File: src/rtl/mux_pkg.sv
// Shared types and helpers for the round-robin mux select sequencer.
// Holds the arbiter state enum, the select encodings and a clog2 helper.
package mux_pkg;

  typedef enum logic [1:0] {
    IDLE    = 2'd0,
    GRANT_A = 2'd1,
    GRANT_B = 2'd2
  } state_t;

  localparam logic SEL_A = 1'b0;
  localparam logic SEL_B = 1'b1;

  // Bits needed to index v distinct values (v >= 2 gives at least 1).
  function automatic int clog2(input int v);
    int r;
    r = 0;
    for (int i = 0; i < 31; i++) begin
      if ((1 << i) < v) r = i + 1;
    end
    return r;
  endfunction

endpackage

File: src/rtl/out_reg_slice.sv
// One-entry valid/ready output register capturing the mux output.
// Ports: clk, rst, load/din (capture), y_ready/y_valid/y_data (consumer), space.
module out_reg_slice #(
  parameter int WIDTH = 1
) (
  input  logic             clk,
  input  logic             rst,
  input  logic             load,
  input  logic [WIDTH-1:0] din,
  input  logic             y_ready,
  output logic             y_valid,
  output logic [WIDTH-1:0] y_data,
  output logic             space
);

  // A full register can still accept when the consumer drains it this cycle.
  assign space = !y_valid || y_ready;

  always_ff @(posedge clk) begin
    if (rst) begin
      y_valid <= 1'b0;
      y_data  <= '0;
    end else if (load) begin
      y_valid <= 1'b1;
      y_data  <= din;
    end else if (y_valid && y_ready) begin
      y_valid <= 1'b0;
    end
  end

endmodule

File: src/rtl/rr_mux_sequencer.sv
// Round-robin arbiter driving a registered 2:1 mux select, bursts up to
// MAX_BURST per grant. Ports: clk, rst, a/b valid/ready, sel, mux_y, y_*.
module rr_mux_sequencer
  import mux_pkg::*;
#(
  parameter int WIDTH     = 1,
  parameter int MAX_BURST = 4
) (
  input  logic             clk,
  input  logic             rst,
  input  logic             a_valid,
  output logic             a_ready,
  input  logic             b_valid,
  output logic             b_ready,
  output logic             sel,
  input  logic [WIDTH-1:0] mux_y,
  output logic             y_valid,
  input  logic             y_ready,
  output logic [WIDTH-1:0] y_data
);

  localparam int CW = clog2(MAX_BURST + 1);

  state_t          state_q;
  state_t          state_d;
  logic            sel_q;
  logic            sel_d;
  logic            last_q;
  logic            last_d;
  logic [CW-1:0]   burst_cnt;
  logic [CW-1:0]   burst_cnt_d;
  logic [CW-1:0]   burst_inc;
  logic            burst_done;
  logic            space;
  logic            a_xfer;
  logic            b_xfer;

  assign a_ready = (state_q == GRANT_A) && space;
  assign b_ready = (state_q == GRANT_B) && space;
  assign a_xfer  = a_valid && a_ready;
  assign b_xfer  = b_valid && b_ready;
  assign sel     = sel_q;

  assign burst_inc  = burst_cnt + CW'(1);
  assign burst_done = (burst_inc == CW'(MAX_BURST));

  always_comb begin
    state_d     = state_q;
    sel_d       = sel_q;
    last_d      = last_q;
    burst_cnt_d = burst_cnt;
    unique case (state_q)
      IDLE: begin
        unique case (1'b1)
          (a_valid && b_valid):
            state_d = (last_q == SEL_B) ? GRANT_A : GRANT_B;
          (a_valid && !b_valid):
            state_d = GRANT_A;
          (!a_valid && b_valid):
            state_d = GRANT_B;
          default: ;
        endcase
      end
      GRANT_A: begin
        if (a_xfer && !burst_done) begin
          burst_cnt_d = burst_inc;
        end else if (a_xfer || !a_valid) begin
          burst_cnt_d = '0;
          last_d      = SEL_A;
          state_d     = b_valid ? GRANT_B : IDLE;
        end
      end
      GRANT_B: begin
        if (b_xfer && !burst_done) begin
          burst_cnt_d = burst_inc;
        end else if (b_xfer || !b_valid) begin
          burst_cnt_d = '0;
          last_d      = SEL_B;
          state_d     = a_valid ? GRANT_A : IDLE;
        end
      end
      default: begin
        state_d     = IDLE;
        burst_cnt_d = '0;
      end
    endcase
    // sel follows the upcoming grant and keeps its value through IDLE.
    if (state_d == GRANT_A) sel_d = SEL_A;
    else if (state_d == GRANT_B) sel_d = SEL_B;
  end

  always_ff @(posedge clk) begin
    if (rst) begin
      state_q   <= IDLE;
      sel_q     <= SEL_A;
      last_q    <= SEL_B;
      burst_cnt <= '0;
    end else begin
      state_q   <= state_d;
      sel_q     <= sel_d;
      last_q    <= last_d;
      burst_cnt <= burst_cnt_d;
    end
  end

  out_reg_slice #(
    .WIDTH(WIDTH)
  ) u_out (
    .clk    (clk),
    .rst    (rst),
    .load   (a_xfer || b_xfer),
    .din    (mux_y),
    .y_ready(y_ready),
    .y_valid(y_valid),
    .y_data (y_data),
    .space  (space)
  );

endmodule

File: config.mk
export PLATFORM = sky130hd
export DESIGN_NAME = rr_mux_sequencer
export DESIGN_NICKNAME = d
export VERILOG_FILES = /design/src/rtl/mux_pkg.sv /design/src/rtl/out_reg_slice.sv /design/src/rtl/rr_mux_sequencer.sv
export SDC_FILE = /design/constraint.sdc
export NUM_CORES = 1
export LEC_CHECK = 0
export BUFFER_PORTS_ARGS = -buffer_cell sky130_fd_sc_hd__buf_2
export CORE_AREA = 2 2 40 42
export DETAILED_ROUTE_END_ITERATION = 6
export DIE_AREA = 0 0 42 44
export PLACE_DENSITY = 0.69
export SYNTH_ARGS = -nofsm -noshare
export SYNTH_HDL_FRONTEND = slang
export SYNTH_SLANG_ARGS = --single-unit
File: constraint.sdc
create_clock -name clk -period 1.8 [get_ports clk]
set_input_delay 0.27 -clock clk [delete_from_list [all_inputs] [get_ports clk]]
set_output_delay 0.27 -clock clk [all_outputs]
set_load 0.01 [all_outputs]
==> impl_results.md <==
* Total congestion overflow at 0
* WL final at 1301 µm
* Finish-stage setup viols at 0
* CP Class: flip-flop to flip-flop
* Die X-Extent at 42 µm
* CTS HTree Levels at 1
* CP Launch Type: flip-flop
* Core Box Area at 1419 µm²
* Fin crit share at 94.24%
* Count leader, synth: dfxtp_1
* Post-synth top area share at 28.69%
* Post-route ant nets at 0
* Area leader, netlist: dfxtp_1
* GR Layer Usage met2 at 29.38%
* Maxcap violations at 0
* Placement row count at 14
* YS warnings at 0
* Pin count of the biggest net entering global routing at 11
* Avg Inst Size Synth at 8.724 µm²
* Max Fclk at 589.5 MHz
* Layout cells sized above 1 at 31.40%
* Count of input and output buffers at 10
* Peak supply drop at 0.3417 mV
* Worst-Skew Late Latency at 0.27 ns
* Busiest layer in global routing: met2
* WL per Instance at 12.75 µm
* # clock sinks at 9
* Initial antenna violation count at 0
* Clock tree buffer depth at 2
* Worst Max-Slew Pin Slew at 0.3510 ns
* Initial DRC count at 12
* Half-perimeter wire length after detailed placement at 988.7 µm
* Total Routing Usage GR at 16.06%
* Mapped Area at 628.1 µm²
* Outcome: completed
* Slew Viols, Final at 0
* WP data required at 1.95 ns
* Largest cells by area after synthesis: dfxtp_1 29%, ha_1 12%, a21oi_1 4.8%, a31oi_1 4.0%, a22oi_4 3.4%
* Syn_nets at 84
* PD cells at 866.1 nW/µm²
* Multi-input combinational cell area at 421.7 µm²
* Post-CTS Hold Buffers at 0
* Slowest cell on the critical path: dfxtp_2
* #FFs+latches synth at 9
* Synth Instances at 72
* Vias per Instance at 5.784
* RSZ-0062 raised after global routing: false
* Async SR Flop Fraction at 0%
* Crit-path cells: inv_1 > ha_1 > a22oi_4 > a31o_2 > o221a_4 > a21oi_1 > o31ai_2
* Fin. Hold Viols at 0
* Minimum clock period at 1.696 ns
* First-pass GRT wire length at 2263 µm
* Drt drc at 0
* Slowest Stage Delay on Critical Path at 0.34 ns
* Element type at the critical path end: flip-flop
* Setup tns final at 0 ns
* TritonCTS clock tree: yes
* EDFF count, synth at 0
* Pre-antenna DRT Iters at 4
* Fillers at 142
* Placer Congestion at 0.8631
* Arr. time, crit path at 1.85 ns
* Met3 Usage GRT at 2.500%
* Clk root buf: clkbuf_4
* Synth-to-layout area growth at 18.13%
* Top-level I/O count at 11
* Clock Skews at 0.002768 ns
* M1 GR Usage at 18.94%
* Unique masters post-synth at 34
* CTS clock-pin slew for the worst setup and hold paths at 0.07 ns
* Post_cts resized at 0
* Register area at 182.7 µm²
* Nets at 99
* R2r setup slk at 0.10 ns
* Chip height at 44 µm
* Worst slew margin at 76.52%
* Main flop type after synthesis: dfxtp_1
* Antenna Cells at 0
* Register area share after synthesis at 28.69%
* Top cells by count, synth: 9 x dfxtp_1, 6 x a21oi_1, 6 x ha_1
* CP Max Fanout at 6
* Number of global-route vias before repair at 557
* Postcts setup bufs at 0
* DR vias at 590
* TritonCTS Buffers at 3
* HP Class: input port to flip-flop
* Initial Util at 44.27%
* Die area at 1848 µm²
* Power, Total at 642.6 µW
* Lkg Pwr at 0.0003354 µW
==> sequential cells by signal, indices dropped and copies added (netlist names) <==
| signal | count |
|---|---|
| burst_cnt | 3 |
| state_q | 2 |
| last_q | 1 |
| sel | 1 |
| u_out.y_data | 1 |
| u_out.y_valid | 1 |
==> final cells by class <==
type,instances,area share [%]
clock buffers,4,3.541
inverters,5,2.530
well taps,16,2.698
repair buffers,13,9.781
flip-flops and latches,9,24.62
multi-input cells,55,56.83
==> critical path: cells and delay by family, from the launching register on <==
| kind | cells | cell delay (ns) |
|---|---|---|
| fa+ha+maj | 1 | 0.25 |
| compound gates | 5 | 0.90 |
| flops | 1 | 0.34 |
| buf+inv | 1 | 0.11 |
==> per-stage QoR <==
step           instances  hold slack (ns)  utilization, %  setup slack (ns)  area (µm²)
3_5_place_dp          98           0.4740           49.74           0.04927       705.7
6_report             102           0.2388           52.29            0.1036       742.0
3_3_place_gp          98           0.4747           49.74           0.07594       705.7
5_1_grt              102           0.2528           52.29         0.0005196       742.0
4_1_cts              102           0.2410           51.59           0.02457       732.0
2_1_floorplan         72           0.4060               -            0.1213       628.1
==> layout by cell type (no fill, tap or decap), types with 2 or more instances in the layout <==
master / n
a21oi_1: 6
a31oi_1: 4
buf_2: 10
buf_4: 3
clkbuf_4: 3
dfxtp_1: 7
dfxtp_2: 2
ha_1: 5
inv_1: 5
nand2_1: 5
nand2b_1: 2
nor2_1: 4
nor2b_1: 2
nor3_1: 2
o21ai_0: 2
o21ai_1: 2
==> report_power, final <==
part           switching (µW)  internal, µW  leakage (µW)  total [µW]
sequential               17.4           224     0.0000743         241
clock                    77.9          85.8     0.0000150         164
combinational             125           112      0.000246         237
total                     220           422      0.000335         643
==> routing by layer <==
| layer | routed length (µm) | up-vias |
|---|---|---|
| li1 | - | 293 |
| met1 | 580 | 283 |
| met2 | 666 | 11 |
| met3 | 37 | 3 |
| met4 | 15 | 0 |
| met5 | 0 | - |
==> worst paths after layout <==
kind,depth (start not counted),end,from
worst max register to register,7,sel,state_q[0]
worst max-delay path,7,sel,state_q[0]
worst min register to register,2,u_out.y_data,u_out.y_data
worst min-delay path,3,u_out.y_data,mux_y
==> cells by family after synthesis <==
| kind of cell | count (synthesis) | synth area share (%) |
|---|---|---|
| adder cells (fa/ha/maj) | 6 | 11.95 |
| XOR/XNOR | 1 | 1.395 |
| flip-flops | 9 | 28.68 |
| AO/OA/AOI/OAI | 27 | 34.66 |
| buffers and inverters | 8 | 5.378 |
| AND/OR/NAND/NOR | 21 | 17.93 |
Note: power is estimated with default switching activity, not from simulation.
